`src/rtl/deserializer_pkg.sv`:
```
// Shared types for the serial deserializer: bit order and FSM state encodings.
package deserializer_pkg;

    typedef enum logic {
        ORDER_LSB_FIRST = 1'b0,
        ORDER_MSB_FIRST = 1'b1
    } order_t;

    typedef enum logic {
        ST_IDLE,
        ST_RECV
    } deser_state_t;

endpackage

```
`src/rtl/deser_out_buffer.sv`:
```
// One-entry valid/ready output register; decides load, accept and overrun on each edge.
module deser_out_buffer #(
    parameter int DATASIZE = 8
) (
    input  logic                clk_i,
    input  logic                rst_i,
    input  logic                load_req,
    input  logic [DATASIZE-1:0] load_data,
    input  logic                data_ready_i,
    output logic [DATASIZE-1:0] data_o,
    output logic                data_valid_o,
    output logic                overrun_o
);

    logic buf_free;

    // A word may load into an empty buffer or one being drained on this same edge.
    assign buf_free = !data_valid_o || data_ready_i;

    always_ff @(posedge clk_i or negedge rst_i) begin
        if (!rst_i) begin
            data_o       <= '0;
            data_valid_o <= 1'b0;
            overrun_o    <= 1'b0;
        end else begin
            overrun_o <= load_req && !buf_free;
            if (load_req && buf_free) begin
                data_o       <= load_data;
                data_valid_o <= 1'b1;
            end else if (data_valid_o && data_ready_i) begin
                data_valid_o <= 1'b0;
            end
        end
    end

endmodule

```
`src/rtl/serial_deserializer.sv`:
```
// Collects a framed serial bit stream into DATASIZE-bit words, MSB- or LSB-first,
// and hands completed words to a one-entry valid/ready output buffer.
module serial_deserializer
    import deserializer_pkg::*;
#(
    parameter int DATASIZE = 8
) (
    input  logic                clk_i,
    input  logic                rst_i,
    input  logic                ser_valid_i,
    input  logic                ser_data_i,
    input  logic                ser_first_i,
    input  logic                msb_first_i,
    output logic [DATASIZE-1:0] data_o,
    output logic                data_valid_o,
    input  logic                data_ready_i,
    output logic                overrun_o,
    output logic                framing_err_o
);

    localparam int CW = $clog2(DATASIZE + 1);
    localparam logic [CW-1:0] LAST_CNT = CW'(DATASIZE - 1);

    deser_state_t        state, state_nx;
    order_t              order, order_nx, order_use;
    logic [CW-1:0]       cnt, cnt_nx;
    logic [DATASIZE-1:0] sh, sh_nx, sh_shifted;
    logic                first_bit, word_done, early_first;

    assign first_bit = ser_valid_i && ser_first_i;

    // The order on a first bit comes straight from the input so that bit shifts correctly.
    assign order_use  = first_bit ? order_t'(msb_first_i) : order;
    assign sh_shifted = (order_use == ORDER_MSB_FIRST) ? {sh[DATASIZE-2:0], ser_data_i}
                                                       : {ser_data_i, sh[DATASIZE-1:1]};

    always_comb begin
        state_nx    = state;
        order_nx    = order;
        cnt_nx      = cnt;
        sh_nx       = sh;
        word_done   = 1'b0;
        early_first = 1'b0;
        case (state)
            ST_IDLE: begin
                if (first_bit) begin
                    order_nx = order_use;
                    sh_nx    = sh_shifted;
                    cnt_nx   = CW'(1);
                    state_nx = ST_RECV;
                end
            end
            ST_RECV: begin
                if (first_bit) begin
                    early_first = 1'b1;
                    order_nx    = order_use;
                    sh_nx       = sh_shifted;
                    cnt_nx      = CW'(1);
                end else if (ser_valid_i) begin
                    sh_nx = sh_shifted;
                    if (cnt == LAST_CNT) begin
                        word_done = 1'b1;
                        cnt_nx    = '0;
                        state_nx  = ST_IDLE;
                    end else begin
                        cnt_nx = cnt + 1'b1;
                    end
                end
            end
            default: state_nx = ST_IDLE;
        endcase
    end

    always_ff @(posedge clk_i or negedge rst_i) begin
        if (!rst_i) begin
            state         <= ST_IDLE;
            order         <= ORDER_LSB_FIRST;
            cnt           <= '0;
            sh            <= '0;
            framing_err_o <= 1'b0;
        end else begin
            state         <= state_nx;
            order         <= order_nx;
            cnt           <= cnt_nx;
            sh            <= sh_nx;
            framing_err_o <= early_first;
        end
    end

    deser_out_buffer #(.DATASIZE(DATASIZE)) u_out_buffer (
        .clk_i        (clk_i),
        .rst_i        (rst_i),
        .load_req     (word_done),
        .load_data    (sh_nx),
        .data_ready_i (data_ready_i),
        .data_o       (data_o),
        .data_valid_o (data_valid_o),
        .overrun_o    (overrun_o)
    );

endmodule
```
`config.mk`:
```
export PLATFORM = sky130hd
export DESIGN_NAME = serial_deserializer
export DESIGN_NICKNAME = d
export VERILOG_FILES = /design/src/rtl/deserializer_pkg.sv /design/src/rtl/deser_out_buffer.sv /design/src/rtl/serial_deserializer.sv
export SDC_FILE = /design/constraint.sdc
export NUM_CORES = 1
export LEC_CHECK = 0
export CELL_PAD_IN_SITES_DETAIL_PLACEMENT = 0
export CELL_PAD_IN_SITES_GLOBAL_PLACEMENT = 1
export CORE_MARGIN = 3
export CORE_UTILIZATION = 41
export DETAILED_ROUTE_END_ITERATION = 8
export GPL_TIMING_DRIVEN = 0
export PLACE_DENSITY_LB_ADDON = 0.1
export SYNTH_ARGS = -nofsm -noshare
export SYNTH_HDL_FRONTEND = slang
export SYNTH_SLANG_ARGS = --single-unit
```
`constraint.sdc`:
```
create_clock -name clk_i -period 1.9 [get_ports clk_i]
set_input_delay 0.19 -clock clk_i [delete_from_list [all_inputs] [get_ports clk_i]]
set_output_delay 0.19 -clock clk_i [all_outputs]
set_load 0.03 [all_outputs]
```
==> impl_metrics.yaml, run 1 <==
status:
  run_status: "finished clean"
cts:
  clk_pin_slew_worst_paths_ns: 0.14
  clkSinkCount: 25
  clockBufferDepth: 2
  tritoncts: "done"
  clock-root-buffer: "sky130_fd_sc_hd__clkbuf_4"
  tritoncts.num_buffers: 3
  cts.repair_timing.setup_buffer_count: 0
  clock_latency_ns: 0.31
  cts_resized: 0
  htreeDepth: 1
  holdBufCountCts: 0
worst_setup_path:
  r2r_slack_ns: 0.37
  worstSetupStartpointType: "flip-flop"
  critPathArrivalTime_ns: 1.37
  worst_path_class_setup: "reg -> out"
  highest_net_fanout_along_the_worst_path: 2
  worstPathRequired_ns: 1.71
  critPathSlowestCell: "sky130_fd_sc_hd__clkdlybuf4s50_1"
  cp-end-kind: "output pin"
  cp_cell_sequence: "clkdlybuf4s50_1"
  critical-path-top-delay-family: "buffers and inverters"
  crit_buf_inv: 1
  timing.critical_path.slowest_cell_delay_ns: 0.67
finish:
  nets: 145
  drive_gt1_share_pct: 14.0
  layout-area-overhead-vs-synth_pct: 17.9
  finish.instance_area_um2: 1490
  utilization_pct: 52.1
  antenna_diode_count: 0
route:
  detailedRoute.firstPassIterationCount: 4
  routed-via-count: 938
  detail_route.wl_per_cell_um: 15.7
  routed_wirelength_um: 2620
  drc: 0
  viasPerCell: 5.62
  drt-initial-drc-count: 37
  remaining_antenna_violation_count: 0
synth:
  most_common_cell_in_the_netlist: "sky130_fd_sc_hd__dfrtp_1"
  ys_top_cells_by_count: "sky130_fd_sc_hd__dfrtp_1, sky130_fd_sc_hd__inv_1, sky130_fd_sc_hd__nand2_1, sky130_fd_sc_hd__o21ai_0, sky130_fd_sc_hd__a21oi_1"
  synth_top_family_by_area: "compound AO/OA/AOI/OAI gates"
  portion_of_the_post_synthesis_area_used_by_sequential_elements_pct: 49.7
  yosys-mux-area-fraction_pct: 10.5
  flip_flop_and_latch_count_after_synthesis: 25
  simple_gate_share_of_the_synthesized_area_pct: 13.3
  synth_edf_count: 0
  synthArstFlopShare_pct: 100
  synth.cell_area_um2: 1260
  yosys-top-cells-area: "sky130_fd_sc_hd__dfrtp_1, sky130_fd_sc_hd__mux2_4, sky130_fd_sc_hd__a211oi_1, sky130_fd_sc_hd__a21o_1, sky130_fd_sc_hd__inv_1"
  synthDominantAreaCellType: "sky130_fd_sc_hd__dfrtp_1"
  synth_cells: 116
  syn_nets: 124
  synthAdderAreaFrac_pct: 0.993
  yosys_most_used_dff: "sky130_fd_sc_hd__dfrtp_1"
  post_synthesis_xor_xnor_area_fraction_pct: 0
  syn-mean-instance-area_um2: 10.9
  compound_gate_portion_of_the_synthesized_area_pct: 18.4
  synth.top_cell.area_share_pct: 49.7
  synth.yosys.warnings: 0
  synthDistinctLibCells: 34
job:
  drv.max_cap_violation_count: 0
floorplan:
  floorplan.die_area_um2: 3770
  std_cell_rows: 19
  floorplan.initialDensity_pct: 44.2
  die_width_um: 61.4
  design.core.area_um2: 2850
  dieHeight_um: 61.4
  num_io_pins: 18
timing:
  worst_pin_slew_ns: 1.10
  slew-limit-headroom_pct: 26.6
  maxSlewViolCount: 0
  tns_ns: 0
  min_period_ns: 1.56
  final_period_utilization_pct: 81.9
  max_clock_freq_mhz: 643
  finalClockSkew_ns: 0.0114
  report.final.setup_viol: 0
  rsz0062_at_grt: "no"
  worst_hold_slack_ns: 0.125
  number_of_hold_slack_violations_in_the_final_timing_report: 0
hold_path:
  worstHoldPathType: "in -> reg"
grt:
  global_route.overflow_total: 0
  grt_pass1_vias: 963
  grt_max_degree: 26
  antenna_violations_before_repair: 0
  grt_pass1_wl_um: 4430
  groute.usage.overall_pct: 15.7
place:
  globalplace.congestion: 0.824
  placed_area_um2: 1460
  port_buffers: 16
  detailedPlacementHpwl_um: 1790
power_and_ir_drop:
  powerDensity_nw_per_um2: 987
  total_leakage_power_nw: 0.707
  peakVddDrop_mv: 0.528
logic make-up (layout without fill, tap and decap cells):
group,count (synthesis),in the layout
flip-flops,25,25
AO/OA/AOI/OAI,36,36
buffers and inverters,17,37
adder cells (fa/ha/maj),1,1
multiplexers,9,9
AND/OR/NAND/NOR,28,28
state kept, by name (all words and copies together), names as in the netlist:
signal,cells
u_out_buffer.overrun_o,1
order,1
sh,8
u_out_buffer.data_valid_o,1
u_out_buffer.data_o,8
state,1
cnt,4
framing_err_o,1
worst paths after layout:
check,from,endpoint,depth (start not counted)
min reg2reg,sh[7]$_DFF_PN0_,sh[7]$_DFF_PN0_,2
max,u_out_buffer.data_o[3]$_DFFE_PN0P_,data_o[3],1
max in group asynchronous,rst_i,sh[3]$_DFF_PN0_,1
max reg2reg,cnt[3]$_DFFE_PN0P_,u_out_buffer.data_o[3]$_DFFE_PN0P_,5
min in group asynchronous,rst_i,u_out_buffer.data_valid_o$_DFFE_PN0P_,1
min,ser_first_i,state$_DFF_PN0_,3
power breakdown:
group	switching, W	leakage [nW]	internal, W
logic	0.000260	0.380	0.000237
registers	0.0000951	0.312	0.000643
clock network	0.000149	0.0150	0.0000819
total	0.000505	0.707	0.000962
worst reg2reg max path: cells and delay by family, from the launching register on:
family | cells | cell delay [ns]
and+or+nand+nor | 3 | 0.50
DFF | 1 | 0.43
muxes | 1 | 0.31
buffers and inverters | 1 | 0.18
per-layer routing:
metal | GRT usage (%) | share of wire (%)
met1 | 22.0 | 49
met2 | 25.1 | 47
met3 | 3.35 | 3.4
met4 | 3.64 | 0.34
met5 | 0 | 0
through the flow:
step | setup WS, ns | cells | power (W)
CTS | 0.331 | 167 | 0.00148
global placement | 0.0508 | 163 | 0.00123
detailed placement | 0.0101 | 163 | 0.00124
global route | 0.227 | 167 | 0.00157
floorplan | 0.444 | 116 | 0.00106
finish | 0.345 | 167 | 0.00147
cell usage in the layout, fill, tap and decap left out, drive strengths merged:
cell           netlist  final
a21boi               1      1
clkbuf               0      4
o221ai               2      2
a31oi                1      1
nor2                 4      4
a211oi               6      6
nand2                9      9
buf                  4      4
a21oi                7      7
or2b                 3      3
dlymetal6s2s         1      1
and3                 1      1
inv                 12     12
nand3b               1      1
o21ai               10     10
o2bb2ai              1      1
a21o                 6      6
mux2                 6      6
mux2i                3      3
nand2b               4      4
o22ai                1      1
and2                 1      1
nor3                 1      1
ha                   1      1
clkdlybuf4s50        0     16
nand4                2      2
dfrtp               25     25
nor2b                1      1
and4                 1      1
a32o                 1      1
cell type report:
cell class | count | area [um^2]
Fill cell | 267 | 1370
Multi-Input combinational cell | 74 | 544
Inverter | 12 | 45.0
Timing Repair Buffer | 16 | 160
Clock buffer | 4 | 26.3
Tap cell | 31 | 38.8
Sequential cell | 25 | 626
Buffer | 5 | 45.0
No activity file was read; power rests on OpenSTA's default activity.
==> run 2, diff against run 1 <==
- clock period: 1.9 -> 1.5 ns (I/O delays scaled with it)
==> impl_metrics.yaml, run 2 (synthesis gave the netlist of run 1 again) <==
hold_path:
  worstHoldPathType: "in -> reg"
power_and_ir_drop:
  seqPwrFrac_pct: 50.7
  peakVddDrop_mv: 0.630
  clock_power_share_pct: 15.5
  total_leakage_power_nw: 0.815
  total_power_w: 0.00186
  power.share.switching_pct: 35.0
  power_switching_w: 0.000649
  comb_power_share_pct: 33.8
  powerDensity_nw_per_um2: 1190
  cell_internal_pwr_w: 0.00121
route:
  routed-via-count: 955
  routed_wirelength_um: 2620
  remaining_antenna_violation_count: 0
  detailedRoute.firstPassIterationCount: 4
  drt-initial-drc-count: 41
  detail_route.wl_per_cell_um: 15.2
  drc: 0
  viasPerCell: 5.55
cts:
  clk_pin_slew_worst_paths_ns: 0.13
  clkSinkCount: 25
  holdBufCountCts: 0
  clockBufferDepth: 2
  clock-root-buffer: "sky130_fd_sc_hd__clkbuf_4"
  htreeDepth: 1
  tritoncts.num_buffers: 3
  tritoncts: "done"
  clock_latency_ns: 0.30
grt:
  antenna_violations_before_repair: 0
  grt_max_degree: 26
  groute.usage.overall_pct: 15.6
  grt_pass1_wl_um: 4390
  global_route.overflow_total: 0
  grt_pass1_vias: 961
finish:
  drive_gt1_share_pct: 19.9
  filler_cell_count: 255
  reg_top3: "sh: 8 flops, u_out_buffer.data_o: 8 flops, cnt: 4 flops"
  mostFrequentLayoutCell: "sky130_fd_sc_hd__dfrtp_1"
  nets: 150
  seqCellArea_um2: 627
  finish.instance_area_um2: 1570
  most-common-layout-cells: "sky130_fd_sc_hd__dfrtp_1, sky130_fd_sc_hd__inv_1, sky130_fd_sc_hd__dlygate4sd2_1"
  layout-area-overhead-vs-synth_pct: 24.2
  multiInputGateArea_um2: 577
  antenna_diode_count: 0
worst_setup_path:
  worstPathRequired_ns: 1.70
  worstSetupStartpointType: "flip-flop"
  worst_path_class_setup: "reg -> reg"
  highest_net_fanout_along_the_worst_path: 7
  cp-end-kind: "flip-flop"
  critPathArrivalTime_ns: 1.62
timing:
  worst_pin_slew_ns: 1.10
  max_clock_freq_mhz: 703
  tns_ns: 0
  min_period_ns: 1.42
  report.final.setup_viol: 0
  final_period_utilization_pct: 94.8
  setup_slack_ns: 0.0785
  finalClockSkew_ns: 0.00715
  worst_hold_slack_ns: 0.104
  slew-limit-headroom_pct: 26.2
  rsz0062_at_grt: "no"
  number_of_hold_slack_violations_in_the_final_timing_report: 0
  maxSlewViolCount: 0
floorplan:
  std_cell_rows: 19
  floorplan.initialDensity_pct: 44.2
  floorplan.die_area_um2: 3770
  design.core.area_um2: 2850
  num_io_pins: 18
  die_width_um: 61.4
  dieHeight_um: 61.4
place:
  detailedPlacementHpwl_um: 1790
  placed_area_um2: 1460
  globalplace.congestion: 0.824
  dp_worst_setup_slack_ns: -0.350
  port_buffers: 16
status:
  run_status: "finished clean"
job:
  drv.max_cap_violation_count: 0
-- run 2: power groups by stage --
stage	Clock (W)	Sequential, W	Combinational (W)
floorplan	0	0.00104	0.000307
finish	0.000288	0.000940	0.000627
detailed placement	0	0.000945	0.000631
CTS	0.000308	0.000929	0.000607
global route	0.000338	0.000963	0.000687
global placement	0	0.000938	0.000622
-- run 2: critical path, cell delays in order (launching register included) --
cell,delay (ns)
sky130_fd_sc_hd__dfrtp_1,0.44
sky130_fd_sc_hd__ha_4,0.18
sky130_fd_sc_hd__nand4_4,0.07
sky130_fd_sc_hd__nor2b_2,0.14
sky130_fd_sc_hd__buf_6,0.17
sky130_fd_sc_hd__mux2_4,0.31
-- run 2: timing repair --
action                     CTS  global route
gates resized for setup     11             8
buffers inserted             1             4
pin swaps                    0             2
setup endpoints to repair   14            17
-- run 2: stage by stage --
stage          cells  util [%]
6_report         172      54.9
5_1_grt          172      54.9
2_1_floorplan    116         -
4_1_cts          168      52.1
3_3_place_gp     163      51.1
3_5_place_dp     163      51.1
-- run 2: final timing paths --
check / startpoint / end / slack [ns] / depth (start not counted)
max: cnt[1]$_DFFE_PN0P_ / u_out_buffer.data_o[3]$_DFFE_PN0P_ / 0.08 / 5
min: ser_first_i / state$_DFF_PN0_ / 0.10 / 3
min in group asynchronous: rst_i / u_out_buffer.data_valid_o$_DFFE_PN0P_ / 0.42 / 1
min reg2reg: sh[7]$_DFF_PN0_ / sh[7]$_DFF_PN0_ / 0.51 / 2
max in group asynchronous: rst_i / order$_DFFE_PN0N_ / 0.35 / 1
max reg2reg: cnt[1]$_DFFE_PN0P_ / u_out_buffer.data_o[3]$_DFFE_PN0P_ / 0.08 / 5
-- run 2: area by class of cell --
class	instances	area share (%)
Buffer	5	2.88
Clock buffer	4	1.68
Inverter	12	2.88
Multi-Input combinational cell	74	36.9
Sequential cell	25	40.0
Tap cell	31	2.48
Timing Repair Buffer	21	13.2
-- run 2: routing by layer --
layer,share of wire [%],vias up,track usage [%],routed length [um]
li1,-,454,-,-
met5,0,-,0,0
met3,5.3,0,3.35,140
met2,47,23,25.2,1240
met1,47,478,21.6,1240
met4,0,0,3.64,0
==> patch 1, RTL diff (settings of run 2) <==
`DATASIZE` is set to 8 in 2 places; all go to 4.
--- a/src/rtl/deser_out_buffer.sv
+++ b/src/rtl/deser_out_buffer.sv
@@ -1,6 +1,6 @@
 // One-entry valid/ready output register; decides load, accept and overrun on each edge.
 module deser_out_buffer #(
-    parameter int DATASIZE = 8
+    parameter int DATASIZE = 4
 ) (
     input  logic                clk_i,
     input  logic                rst_i,
--- a/src/rtl/serial_deserializer.sv
+++ b/src/rtl/serial_deserializer.sv
@@ -3,7 +3,7 @@
 module serial_deserializer
     import deserializer_pkg::*;
 #(
-    parameter int DATASIZE = 8
+    parameter int DATASIZE = 4
 ) (
     input  logic                clk_i,
     input  logic                rst_i,
Ports: changed (resized data_o); port bits go from 18 to 14. No check against the original RTL was run, so the function may have changed too.
==> patch 1 against run 2 <==
Die area shrank 35%. First-iteration DRC count is 51% lower. Combinational power grew 3.7%. Sequential cell count fell by 9. Design area fell by 39%. Power decreased by 19%. Area after synthesis shrank 39%. Highest routed layer is now met4. Routed wire length is 45% lower. Worst setup slack lost 0.018 ns. Synthesized cell count down 41%. Critical path depth fell by 4. Sequential share of layout area rose by 1.6 points.
==> patch 1: results (changes against run 2) <==
- Synth top area cells: dfrtp_1 52%, o21ai_1 5.8%, o31ai_1 5.8%, nand2_1 3.9%, buf_4 2.9% (was dfrtp_1 50%, mux2_4 7.1%, a211oi_1 3.6%, a21o_1 3.6%, inv_1 3.3%)
- Synth Instances: 68 (was 116)
- Vias: 556 (was 955)
- Synth Area in Compound Gates: 24.3% (was 18.4%)
- NumNets Final: 94 (was 150)
- Crit path max fanout: 2 (was 7)
- R2r endpoint: u_out_buffer.data_o[2] (was u_out_buffer.data_o[3])
- Setup bufs post-CTS: 0 (was 1)
- Status: completed (unchanged)
- Largest registers: sh x4, u_out_buffer.data_o x4, cnt x3 (was sh x8, u_out_buffer.data_o x8, cnt x4)
- Global-route wire length before repair: 2550 um (was 4390 um)
- Initial DRC Count: 20 (was 41)
- Met1 usage: 19.1% (was 21.6%)
- Layout cell share with drive strength beyond 1: 14.3% (was 19.9%)
- Post-Synth Adder-Cell Area: 1.62% (was 0.993%)
- DR top layer: met4 (was met3)
- Synth top cells by count: 16 x dfrtp_1, 9 x o21ai_1, 8 x nand2_1, 6 x o31ai_1, 3 x buf_4 (was 25 x dfrtp_1, 11 x inv_1, 8 x nand2_1, 8 x o21ai_0, 7 x a21oi_1)
- Number of fill cells: 170 (was 255)
- Met3 Use GR: 3.67% (was 3.35%)
- Clock transition at path regs: 0.08 ns (was 0.13 ns)
- Critical path's top delay family: buffers and inverters (was flip-flops)
- Cells resized by post-CTS repair: 0 (was 11)
- Total track usage: 13.8% (was 15.6%)
- Met1 WL: 740 um (was 1240 um)
- Mux share of post-synthesis cell area: 4.38% (was 10.5%)
- R2R cell count: 4 (was 5)
- Actual slew at the worst max-slew pin: 0.721 ns (was 1.10 ns)
- Leak: 0.000449 uW (was 0.000815 uW)
- Hold Path Class: primary input to async pin (was primary input to flop)
- Reg2Reg Setup Slack: 0.24 ns (was 0.08 ns)
- PortBufs: 13 (was 16)
- Syn Nets: 76 (was 124)
- Setup crit start: u_out_buffer.data_o[0] (was cnt[1])
- Routed met3 length: 83 um (was 140 um)
- Critical Path Max Stage Delay: 0.67 ns (was 0.44 ns)
- Register area share after synthesis: 51.9% (was 49.7%)
patch 1: stage by stage:
stage / setup slack [ns] / power (uW) / setup TNS, ns / hold WS (ns) / cell area [um^2]
floorplan: 0.366 / 1090 / 0 / -0.146 / 772
global placement: -0.100 / 1300 / -0.475 / 0.471 / 933
detailed placement: -0.0907 / 1310 / -0.490 / 0.481 / 933
CTS: 0.00611 / 1540 / 0 / 0.320 / 956
global route: 0.0111 / 1620 / 0 / 0.354 / 961
finish: 0.0609 / 1510 / 0 / 0.300 / 961
patch 1: final cells by class:
class                      count  area share [%]
sequential                    16            41.7
multi-input combinational     48            35.9
timing repair buffer          13            14.1
tap                           25            3.26
clock buffer                   3            2.34
buffer                         3            2.34
inverter                       1           0.391
patch 1: where the power goes:
part | switching [uW] | total [uW] | internal (uW)
logic | 365 | 650 | 285
clock network | 120 | 213 | 92.9
registers | 75.8 | 645 | 569
==> patch 2, RTL diff (flow settings as in run 2) <==
Made on the original files. Register the output `framing_err_o` once more; this adds one clock of latency there. The other outputs are not delayed to match.
--- a/src/rtl/serial_deserializer.sv
+++ b/src/rtl/serial_deserializer.sv
@@ -20,6 +20,8 @@
 
     localparam int CW = $clog2(DATASIZE + 1);
     localparam logic [CW-1:0] LAST_CNT = CW'(DATASIZE - 1);
+
+    logic framing_err_s0;
 
     deser_state_t        state, state_nx;
     order_t              order, order_nx, order_use;
@@ -77,13 +79,13 @@
             order         <= ORDER_LSB_FIRST;
             cnt           <= '0;
             sh            <= '0;
-            framing_err_o <= 1'b0;
+            framing_err_s0 <= 1'b0;
         end else begin
             state         <= state_nx;
             order         <= order_nx;
             cnt           <= cnt_nx;
             sh            <= sh_nx;
-            framing_err_o <= early_first;
+            framing_err_s0 <= early_first;
         end
     end
 
@@ -98,4 +100,12 @@
         .overrun_o    (overrun_o)
     );
 
+    always_ff @(posedge clk_i or negedge rst_i) begin
+        if (!rst_i) begin
+            framing_err_o <= '0;
+        end else begin
+            framing_err_o <= framing_err_s0;
+        end
+    end
+
 endmodule
Behaviour: not the same (Yosys sat finds a counterexample within 4 cycles, from zero or initial values and one cycle with rst_i low).
==> patch 2 against run 2 <==
Largest cell class unchanged. Global-route usage is 0.67 points higher. Worst setup slack worse by 0.010 ns. Sequential cell count is 1 higher. Power increased by 0.89%. Routed wire length fell by 0.50%. Area after synthesis grew 2.0%. Synthesized cell count grew 0.86%. Die area is 1.8% higher. Final cell count is 5.2% higher. Non-clock buffer count decreased by 2. Design area increased by 0.56%.
==> patch 2: results (changes against run 2) <==
- Syn Nets: 125 (was 124)
- Vias: 924 (was 955)
- Antenna Cells: 0 (unchanged)
- WL per Instance: 14.4 um (was 15.2 um)
- Total track usage: 16.3% (was 15.6%)
- Hold Slack: 0.0974 ns (was 0.104 ns)
- Later-pin clock latency in the skew report: about 0.31 ns
- Pint: 1220 uW (was 1210 uW)
- Synth top area cells: dfrtp_1 51%, mux2_4 7.0%, a211oi_1 3.5%, a21o_1 3.5%, inv_1 3.2% (was dfrtp_1 50%, mux2_4 7.1%, a211oi_1 3.6%, a21o_1 3.6%, inv_1 3.3%)
- Number of fill cells: 265 (was 255)
- Register area share after synthesis: 50.6% (was 49.7%)
- R2R cell count: 5 (unchanged)
- Largest net degree at the start of global routing: 27 (was 26)
- Synth Instances: 117 (was 116)
- GP Congestion: 0.840 (was 0.824)
- R2r endpoint: u_out_buffer.data_o[4] (was u_out_buffer.data_o[3])
- DP Worst Slack: -0.334 ns (was -0.350 ns)
- Hold depth: 3 (unchanged)
- Worst vdd rail ir drop: 0.492 mV (was 0.630 mV)
- Setup Skew: 0.00617 ns (was 0.00715 ns)
- Initial antenna violation count: 0 (unchanged)
- Layout cell share with drive strength beyond 1: 18.7% (was 19.9%)
- Synth top cells by count: 26 x dfrtp_1, 11 x inv_1, 8 x nand2_1, 8 x o21ai_0, 7 x a21oi_1 (was 25 x dfrtp_1, 11 x inv_1, 8 x nand2_1, 8 x o21ai_0, 7 x a21oi_1)
- RR Startpoint: state (was cnt[1])
- Post-DP HPWL: 1820 um (was 1790 um)
- First-pass iteration count of the detailed router: 4 (unchanged)
- Max_slew headroom: 22.9% (was 26.2%)
- NumNets Final: 149 (was 150)
- Clk buf depth: 2 (unchanged)
- Post-route insts no fill: 181 (was 172)
- Arrival @ worst endpoint: 1.65 ns (was 1.62 ns)
- Vias in the first global route: 940 (was 961)
- Initial DRC Count: 32 (was 41)
- Leak: 0.000794 uW (was 0.000815 uW)
- Global-route wire length before repair: 4490 um (was 4390 um)
- Yosys cell types: 34 (unchanged)
- Status: completed (unchanged)
==> patch 2: final cells by class <==
type / count / area (um^2) / area share [%]
clock buffers: 3 / 22.5 / 1.43
plain buffers: 5 / 37.5 / 2.38
inverters: 12 / 45.0 / 2.86
multi-input cells: 74 / 577 / 36.6
well taps: 42 / 52.6 / 3.34
flip-flops and latches: 26 / 651 / 41.3
repair buffers: 19 / 189 / 12.0
==> patch 2: power groups by stage <==
| stage | registers (uW) | logic, uW | clock network [uW] |
|---|---|---|---|
| 2_1_floorplan | 1070 | 307 | 0 |
| 3_3_place_gp | 968 | 622 | 0 |
| 3_5_place_dp | 976 | 632 | 0 |
| 4_1_cts | 960 | 595 | 310 |
| 5_1_grt | 998 | 674 | 338 |
| 6_report | 968 | 613 | 291 |
==> patch 2: metal layers <==
layer,part of all wire (%),GRT usage [%]
met5,0,0
met3,3.9,3.10
met4,0.77,6.36
met1,51,22.8
met2,45,24.9
==> patch 2: through the flow <==
| step | setup TNS (ns) | area [um^2] |
|---|---|---|
| detailed placement | -6.78 | 1500 |
| CTS | 0 | 1510 |
| finish | 0 | 1570 |
| global route | 0 | 1570 |
| floorplan | 0 | 1280 |
| global placement | -5.91 | 1500 |
==> patch 2: worst max-delay path by stage <==
stage / slack [ns] / start / endpoint
floorplan: 0.04 / u_out_buffer.data_valid_o / u_out_buffer.data_o[0]
global placement: -0.31 / ser_valid_i / u_out_buffer.data_o[4]
detailed placement: -0.33 / ser_valid_i / u_out_buffer.data_o[3]
CTS: 0.0002 / state / u_out_buffer.data_o[3]
global route: 0.006 / cnt[3] / u_out_buffer.data_o[4]
finish: 0.07 / ser_valid_i / u_out_buffer.data_o[4]
==> patch 2: cell families (layout without fill, tap and decap cells) <==
| logic type | Yosys count | in the layout | synth area share (%) |
|---|---|---|---|
| AOI/OAI and AO/OA | 36 | 36 | 18.0 |
| and+or+nand+nor | 28 | 28 | 13.0 |
| muxes | 9 | 9 | 10.3 |
| adders and majority gates | 1 | 1 | 0.974 |
| DFF | 26 | 26 | 50.6 |
| buffers and inverters | 17 | 39 | 7.01 |
==> patch 2: repair_timing <==
item / 4_1_cts / 5_1_grt
resized for setup: 9 / 9
buffers inserted: 0 / 3
endpoints found under the hold margin: 0 / 0
pin swaps: 0 / 1
setup endpoints to repair: 9 / 17
==> patch 2: critical path, stage by stage <==
cell and delay, ns:
clkdlybuf4s50_1 0.58, and2_4 0.20, nand4_4 0.11, nor2b_2 0.13
buf_6 0.17, mux2_4 0.31
